[src/rtl/alu_issue.sv]
// RISC-V R/I-type ALU decode/issue stage with a registered output and a one-entry skid buffer.
// An accepted instruction appears on out_* the next cycle; when out_ready is low, in_ready drops once the skid entry is full.
module alu_issue #(
  parameter int XLEN     = 32,
  parameter bit ILL_TRAP = 1'b1
) (
  input  logic            clk,
  input  logic            rst_n,
  input  logic            in_valid,
  output logic            in_ready,
  input  logic [31:0]     instr,
  input  logic [XLEN-1:0] rs1_data,
  input  logic [XLEN-1:0] rs2_data,
  output logic            out_valid,
  input  logic            out_ready,
  output logic [XLEN-1:0] op1,
  output logic [XLEN-1:0] op2,
  output logic [3:0]      alu_op,
  output logic [4:0]      out_rd,
  output logic            out_illegal
);

  localparam logic [3:0] ADD_OP      = 4'd0;
  localparam logic [3:0] SUB_OP      = 4'd1;
  localparam logic [3:0] LEFT_L_OP   = 4'd2;
  localparam logic [3:0] LESS_OP     = 4'd3;
  localparam logic [3:0] XOR_OP      = 4'd4;
  localparam logic [3:0] RIGHT_L_OP  = 4'd5;
  localparam logic [3:0] RIGHT_AR_OP = 4'd6;
  localparam logic [3:0] OR_OP       = 4'd7;
  localparam logic [3:0] AND_OP      = 4'd8;

  localparam logic [6:0] OPC_R   = 7'b0110011;
  localparam logic [6:0] OPC_I   = 7'b0010011;
  localparam logic [6:0] F7_BASE = 7'b0000000;
  localparam logic [6:0] F7_ALT  = 7'b0100000;

  typedef struct packed {
    logic [XLEN-1:0] op1;
    logic [XLEN-1:0] op2;
    logic [3:0]      alu_op;
    logic [4:0]      rd;
    logic            illegal;
  } pay_t;

  typedef enum logic [1:0] {EMPTY = 2'b00, ONE = 2'b01, TWO = 2'b10} state_t;

  state_t     state, state_nxt;
  pay_t       dec, out_q, skid_q;
  logic [6:0] opcode, f7;
  logic [2:0] f3;
  logic       is_r, is_i, is_shift_i, ill, accept, push;
  logic       unused_rs;

  assign opcode     = instr[6:0];
  assign f3         = instr[14:12];
  assign f7         = instr[31:25];
  assign is_r       = (opcode == OPC_R);
  assign is_i       = (opcode == OPC_I);
  assign is_shift_i = is_i && (f3 == 3'b001 || f3 == 3'b101);
  // rs1 index is consumed by the register file upstream; only its data arrives here
  assign unused_rs  = ^instr[19:15];

  always_comb begin
    ill = !(is_r || is_i) || (f3 == 3'b011);
    if (is_r && !(f7 == F7_BASE || (f7 == F7_ALT && (f3 == 3'b000 || f3 == 3'b101))))
      ill = 1'b1;
    if (is_i && f3 == 3'b001 && f7 != F7_BASE)
      ill = 1'b1;
    if (is_i && f3 == 3'b101 && f7 != F7_BASE && f7 != F7_ALT)
      ill = 1'b1;
  end

  always_comb begin
    dec        = '0;
    dec.op1    = rs1_data;
    dec.rd     = instr[11:7];
    dec.alu_op = ADD_OP;
    case (f3)
      3'b000:  dec.alu_op = (is_r && f7 == F7_ALT) ? SUB_OP : ADD_OP;
      3'b001:  dec.alu_op = LEFT_L_OP;
      3'b010:  dec.alu_op = LESS_OP;
      3'b100:  dec.alu_op = XOR_OP;
      3'b101:  dec.alu_op = (f7 == F7_ALT) ? RIGHT_AR_OP : RIGHT_L_OP;
      3'b110:  dec.alu_op = OR_OP;
      3'b111:  dec.alu_op = AND_OP;
      default: dec.alu_op = ADD_OP;
    endcase
    if (is_r)
      dec.op2 = rs2_data;
    else if (is_shift_i)
      dec.op2 = {{(XLEN-5){1'b0}}, instr[24:20]};
    else
      dec.op2 = {{(XLEN-12){instr[31]}}, instr[31:20]};
    dec.illegal = ill;
    if (ill) begin
      dec.alu_op = ADD_OP;
      dec.op2    = '0;
    end
  end

  assign accept = in_valid && in_ready;
  // with trapping disabled, illegal encodings are consumed without occupying a slot
  assign push   = accept && (ILL_TRAP || !dec.illegal);

  always_ff @(posedge clk or negedge rst_n) begin
    if (!rst_n) state <= EMPTY;
    else        state <= state_nxt;
  end

  always_comb begin
    state_nxt = state;
    case (state)
      EMPTY:   if (push) state_nxt = ONE;
      ONE: begin
        if (push && !out_ready)      state_nxt = TWO;
        else if (!push && out_ready) state_nxt = EMPTY;
      end
      TWO:     if (out_ready) state_nxt = ONE;
      default: state_nxt = EMPTY;
    endcase
  end

  always_comb begin
    in_ready  = (state != TWO);
    out_valid = (state != EMPTY);
  end

  // reset payload of all zeros encodes ADD_OP
  always_ff @(posedge clk or negedge rst_n) begin
    if (!rst_n) begin
      out_q  <= '0;
      skid_q <= '0;
    end else begin
      if (state == TWO) begin
        if (out_ready) out_q <= skid_q;
      end else if (push && (state == EMPTY || out_ready)) begin
        out_q <= dec;
      end
      if (state == ONE && push && !out_ready)
        skid_q <= dec;
    end
  end

  assign op1         = out_q.op1;
  assign op2         = out_q.op2;
  assign alu_op      = out_q.alu_op;
  assign out_rd      = out_q.rd;
  assign out_illegal = out_q.illegal;

endmodule
[config.mk]
export PLATFORM = sky130hd
export DESIGN_NAME = alu_issue
export DESIGN_NICKNAME = d
export VERILOG_FILES = /design/src/rtl/alu_issue.sv
export SDC_FILE = /design/constraint.sdc
export NUM_CORES = 1
export LEC_CHECK = 0
export ABC_AREA = 1
export CAP_MARGIN = 10
export CORE_MARGIN = 2
export CORE_UTILIZATION = 45
export CTS_CLUSTER_DIAMETER = 200
export CTS_CLUSTER_SIZE = 14
export DETAILED_ROUTE_END_ITERATION = 10
export PLACE_DENSITY = 0.77
export RECOVER_POWER = 100
export SLEW_MARGIN = 10
export SYNTH_ARGS = -nofsm -noshare
export SYNTH_HDL_FRONTEND = slang
export SYNTH_SLANG_ARGS = --single-unit
export TNS_END_PERCENT = 30
[constraint.sdc]
create_clock -name clk -period 1.7 [get_ports clk]
set_input_delay 0.34 -clock clk [delete_from_list [all_inputs] [get_ports clk]]
set_output_delay 0.34 -clock clk [all_outputs]
set_load 0.02 [all_outputs]
==> out/metrics.cfg, run 1 <==
[run]
cap_violations = 0

[route]
ant_nets = 0
drt-pass1-iter-count = 5
highest_layer = met4
finalWirelength_um = 18400
drt_iter0_drc = 547
viasPerCell = 4.98
vias = 6597
met1Wirelength_um = 8350
wire_per_inst_um = 13.9
drc = 0
route.met2.wl_um = 8370
wl_met3_um = 1340

[hold_path]
hp-start = instr[27]
whs_endpoint = skid_q[17]
hold_path_depth = 5
hold_class = input pin to register

[global_route]
grt_max_degree = 113
antenna_found_initial = 0
track_usage = 0.223
grt_pass1_wl_um = 29500
overflow = 0
grt_pass1_vias = 6118

[critical_path]
worstPathMaxFanout = 3
r2r_cells = 8
critical_path_required_ns = 1.36
path_class = register to output pin
rr_startpoint = state[1]
cp-start-kind = register
rrSetupSlack_ns = 0.13
worstPathCellList = nor2_4 -> clkinv_2 -> clkdlybuf4s15_2
end_kind = output pin
crit_slowest_cell = dfrtp_1
rr_endpoint = op2[4]
crit_path_max_incr_delay_ns = 0.41
worstPathArrival_ns = 1.33

[timing]
setup_viol = 0
finalCriticalPeriod_ns = 1.67
fmax_ghz = 0.598
timing.hold.ws_ns = 0.358
rsz0062_at_grt = yes
finalClockSkew_ns = 0.00813
max_slew_margin = 0.414
timing.setup.tns_ns = 0
min_period_over_period = 0.984
tightest_slew_ns = 0.878
setup_ws_ns = 0.0270
slew_violations = 0
final_hold_viol_count = 0

[floorplanning]
rows = 45
fp.dieW_um = 129
die-area_mm2 = 0.0166
initial_core_util = 0.462
io_pins = 176
die_y_um = 129
coreArea_mm2 = 0.0152

[power]
power.internal_w = 0.00860
clkPwrFrac = 0.287
comb_power_share = 0.324
pwr-share-seq = 0.389
p_leak_nw = 5.32
fin_total_pwr_w = 0.0133
switching_share = 0.353
switchingPower_w = 0.00469
cellPowerDensity_mw_per_mm2 = 1360
ir_drop_mv = 1.01

[placed_design]
portBuffers = 170
place_ws_ns = -0.432
dp_hpwl_um = 11900
dp.cells = 1286
gp_congestion = 0.816

[clock_tree]
cts.sinks = 150
root_buffer = clkbuf_16
cts_max_level = 4
cts_made_buffers = 17
clock_latency_ns = 0.43
clkSlewWorstSetupHoldPaths_ns = 0.06
clk_path_buf_depth = 2
cts_tree = done

[status]
status = complete, no violations

[cells_and_area]
area_growth_pct = 39.0
drive_gt1_frac = 0.0915
stdcell_count = 1325
diodes = 0
fin_nets = 1225
layout.cells.most_common = nand2_1
most-common-layout-cells = 443 x nand2_1, 150 x dfrtp_1, 138 x nor2_1, 78 x clkdlybuf4s50_1, 74 x dlygate4sd2_1

[synth]
syn_area_mm2 = 0.00703
ys_seq_area_frac = 0.534
synth-seq-cells = 150
avgSynthCellArea_um2 = 7.41
yosys_warnings = 0
yosysUniqueCellTypes = 23
synth.net_count = 1049
synthCells = 948

[power by group through the flow]
stage / Clock (W) / Combinational (W) / Sequential, W
floorplan: 0 / 0.00186 / 0.00591
global placement: 0 / 0.00473 / 0.00522
detailed placement: 0 / 0.00480 / 0.00525
CTS: 0.00387 / 0.00440 / 0.00517
global route: 0.00405 / 0.00478 / 0.00531
finish: 0.00382 / 0.00431 / 0.00517
[state kept, by name (all words and copies together) (netlist names)]
name	flops
state	2
op1	32
out_illegal	1
alu_op	4
op2	32
out_rd	5
skid_q	74
[cells by family (layout without fill, tap and decap cells)]
group                      count (synthesis)  after routing  share of synthesized area
and+or+nand+nor                          613            613                      0.334
DFF                                      150            150                      0.534
AOI/OAI and AO/OA                        107            107                     0.0841
buffers and inverters                     77            266                     0.0463
adders and majority gates                  1              1                    0.00178
[cells in the mapped netlist, drive strengths merged]
| cell type | count | area share |
|---|---|---|
| a21oi | 25 | 0.018 |
| a31oi | 37 | 0.033 |
| buf | 19 | 0.015 |
| clkbuf | 39 | 0.021 |
| clkinv | 1 | 0.00053 |
| dfrtp | 150 | 0.53 |
| ha | 1 | 0.0018 |
| inv | 18 | 0.0096 |
| nand2 | 450 | 0.24 |
| nand3 | 10 | 0.0071 |
| nand3b | 3 | 0.0032 |
| nor2 | 149 | 0.082 |
| nor3 | 1 | 0.00071 |
| o21ai | 43 | 0.031 |
| o221ai | 1 | 0.0012 |
| o22ai | 1 | 0.00089 |
[layer usage]
layer | vias up | track usage
li1 | 3320 | -
met3 | 23 | 0.0565
met1 | 3025 | 0.311
met4 | 0 | 0.0684
met2 | 229 | 0.346
met5 | - | 0
[cell type report]
cell class | count | area, µm²
repair buffers | 215 | 2090
inverters | 19 | 72.6
clock inverters | 12 | 151
well taps | 188 | 235
clock buffers | 20 | 447
flip-flops and latches | 150 | 3750
fillers | 1364 | 5440
multi-input cells | 721 | 3010
[critical path, delay by kind of cell, from the launching register on]
kind                   cells  cell delay, ns
buffers and inverters      2            0.37
AND/OR/NAND/NOR            1            0.13
flip-flops                 1            0.41
[what timing repair did]
item / CTS / global route
hold endpoints to repair: 32 / 0
setup buffers: 0 / 4
gates cloned: 0 / 2
endpoints found under the setup margin: 78 / 76
pin swaps: 1 / 15
resized for setup: 81 / 34
hold buffers: 1 / 0
[per-stage QoR]
stage / instance area (µm²) / utilization
after global routing: 9760 / 0.642
final: 9760 / 0.642
after CTS: 9670 / 0.636
after floorplan: 7030 / -
after detailed placement: 9160 / 0.602
after global placement: 9160 / 0.602
[worst max path at each step]
stage               cells after the start  startpoint  endpoint
global placement                       12    instr[1]   op2[13]
CTS                                     3    state[0]  in_ready
detailed placement                     11   instr[28]   op2[20]
floorplan                               7    state[0]  state[0]
global route                            3    state[0]  in_ready
finish                                  3    state[0]  in_ready
Power figures use the tool's default switching activity.
==> inputs of run 2 (changes only) <==
--- a/config.mk
+++ b/config.mk
@@ -12,7 +12,7 @@
 export CTS_CLUSTER_DIAMETER = 200
 export CTS_CLUSTER_SIZE = 14
 export DETAILED_ROUTE_END_ITERATION = 10
-export PLACE_DENSITY = 0.77
+export PLACE_DENSITY_LB_ADDON = 0.08
 export RECOVER_POWER = 100
 export SLEW_MARGIN = 10
 export SYNTH_ARGS = -nofsm -noshare
==> constraint.sdc (replaced) <==
create_clock -name clk -period 1.7 [get_ports clk]
set_input_delay 0.17 -clock clk [delete_from_list [all_inputs] [get_ports clk]]
set_output_delay 0.17 -clock clk [all_outputs]
set_load 0.02 [all_outputs]
==> run 2 against run 1 <==
  * Die area unchanged
  * Combinational power up 4.9%
  * First-iteration DRC count down 36%
  * Clock skew about the same
  * Hold slack worse by 0.044 ns
  * Worst setup slack better by 0.038 ns
  * Sequential cell count stayed put
  * Non-clock buffer count shrank 6
  * Critical path type unchanged
  * Critical endpoint is now op1[4]
==> out/metrics.cfg, run 2 (synthesis results as in run 1) <==
[global_route]
grt_pass1_wl_um = 28800
grt_pass1_vias = 6071
overflow = 0
track_usage = 0.217
antenna_found_initial = 0
grt_max_degree = 59

[cells_and_area]
stdcell_count = 1319
register_area_mm2 = 0.00375
largest_reg_flops = 74
area_growth_pct = 38.2
nFillCells = 1354
drive_gt1_frac = 0.0690
diodes = 0
layout.cells.most_common = nand2_1
multiInputGateArea_mm2 = 0.00298
final_util = 0.639
most-common-layout-cells = 448 x nand2_1, 150 x dfrtp_1, 146 x nor2_1, 114 x clkdlybuf4s50_1, 54 x dlygate4sd3_1
fin_nets = 1219
top_register = skid_q

[floorplanning]
io_pins = 176
coreArea_mm2 = 0.0152
fp.dieW_um = 129
initial_core_util = 0.462
rows = 45
die-area_mm2 = 0.0166
die_y_um = 129

[critical_path]
critical_path_required_ns = 1.53
path_buf_inv = 1
critical_path.top_delay_family = buffers and inverters
worstPathCellList = dlygate4sd3_1
cp-start-kind = register
worstPathArrival_ns = 1.47
end_kind = output pin
crit_slowest_cell = dlygate4sd3_1
path_class = register to output pin
crit_path_max_incr_delay_ns = 0.66
worstPathMaxFanout = 2

[clock_tree]
cts_max_level = 4
cts_tree = done
clkSlewWorstSetupHoldPaths_ns = 0.06
root_buffer = clkbuf_16
cts.sinks = 150
cts_made_buffers = 17
clock_latency_ns = 0.42
clk_path_buf_depth = 2

[timing]
finalCriticalPeriod_ns = 1.64
tightest_slew_ns = 0.993
finalClockSkew_ns = 0.00847
final_hold_viol_count = 0
timing.hold.ws_ns = 0.314
timing.setup.tns_ns = 0
setup_viol = 0
rsz0062_at_grt = no
min_period_over_period = 0.962
slew_violations = 0
fmax_ghz = 0.612
max_slew_margin = 0.338

[route]
viasPerCell = 4.90
vias = 6468
drt-pass1-iter-count = 4
finalWirelength_um = 17200
wire_per_inst_um = 13.1
drt_iter0_drc = 348
drc = 0
ant_nets = 0

[placed_design]
gp_congestion = 0.762
portBuffers = 170
dp_hpwl_um = 11400
dp.cells = 1286

[run]
cap_violations = 0

[power]
ir_drop_mv = 0.775
p_leak_nw = 5.00
cellPowerDensity_mw_per_mm2 = 1390
fin_total_pwr_w = 0.0135

[status]
status = complete, no violations

[hold_path]
hold_class = input pin to register

run 2: cell types whose count changed in the layout (fill, tap and decap cells not counted), moves of 8 or more:
cell             delta
o21ai_1            -19
o21ai_0            +20
clkdlybuf4s50_1    +36
nor2_2              -8
nor2_1              +8
dlygate4sd2_1      -73
dlygate4sd3_1      +53
dlymetal6s2s_1     -15
run 2: per-stage QoR:
step / cell area (µm²) / setup slack, ns
2_1_floorplan: 7030 / 0.100
3_3_place_gp: 9140 / -0.214
3_5_place_dp: 9140 / -0.252
4_1_cts: 9740 / 0.0324
5_1_grt: 9710 / 0.00513
6_report: 9710 / 0.0648
run 2: metal layers:
metal  wire length [µm]  track usage  up-vias  part of all wire
met5                  0            0        -                 0
met4                197       0.0671        0             0.011
met3                940       0.0457       18             0.055
met2               8090        0.357      160              0.47
met1               7990        0.291     2978              0.46
li1                   -            -     3312                 -
run 2: final cells by class:
type	count	share of cell area
repair buffers	209	0.214
multi-input cells	721	0.307
well taps	188	0.0242
inverters	19	0.00760
clock buffers	20	0.0450
clock inverters	12	0.0156
flip-flops and latches	150	0.387
run 2: where the power goes:
part	internal (W)	total (W)	switching, W
clock	0.00231	0.00378	0.00147
combinational	0.00190	0.00452	0.00263
sequential	0.00462	0.00516	0.000534
run 2: path summary, 6_finish.rpt:
check	startpoint	endpoint	slack, ns	depth (start not counted)
setup / recovery	op1[4]	op1[4]	0.06	1
hold / removal	instr[8]	skid_q[2]	0.31	3
setup reg to reg	state[0]	skid_q[22]	0.15	6
hold reg to reg	op2[22]	op2[22]	0.47	2
max in group asynchronous	rst_n	op1[14]	0.32	3
min in group asynchronous	rst_n	op1[6]	0.45	2
run 2: timing repair:
item,CTS,global route
hold buffers,1,0
pin swaps,0,1
resized for setup,2,2
endpoints found under the hold margin,53,0
setup endpoints to repair,2,2
setup buffers,0,0
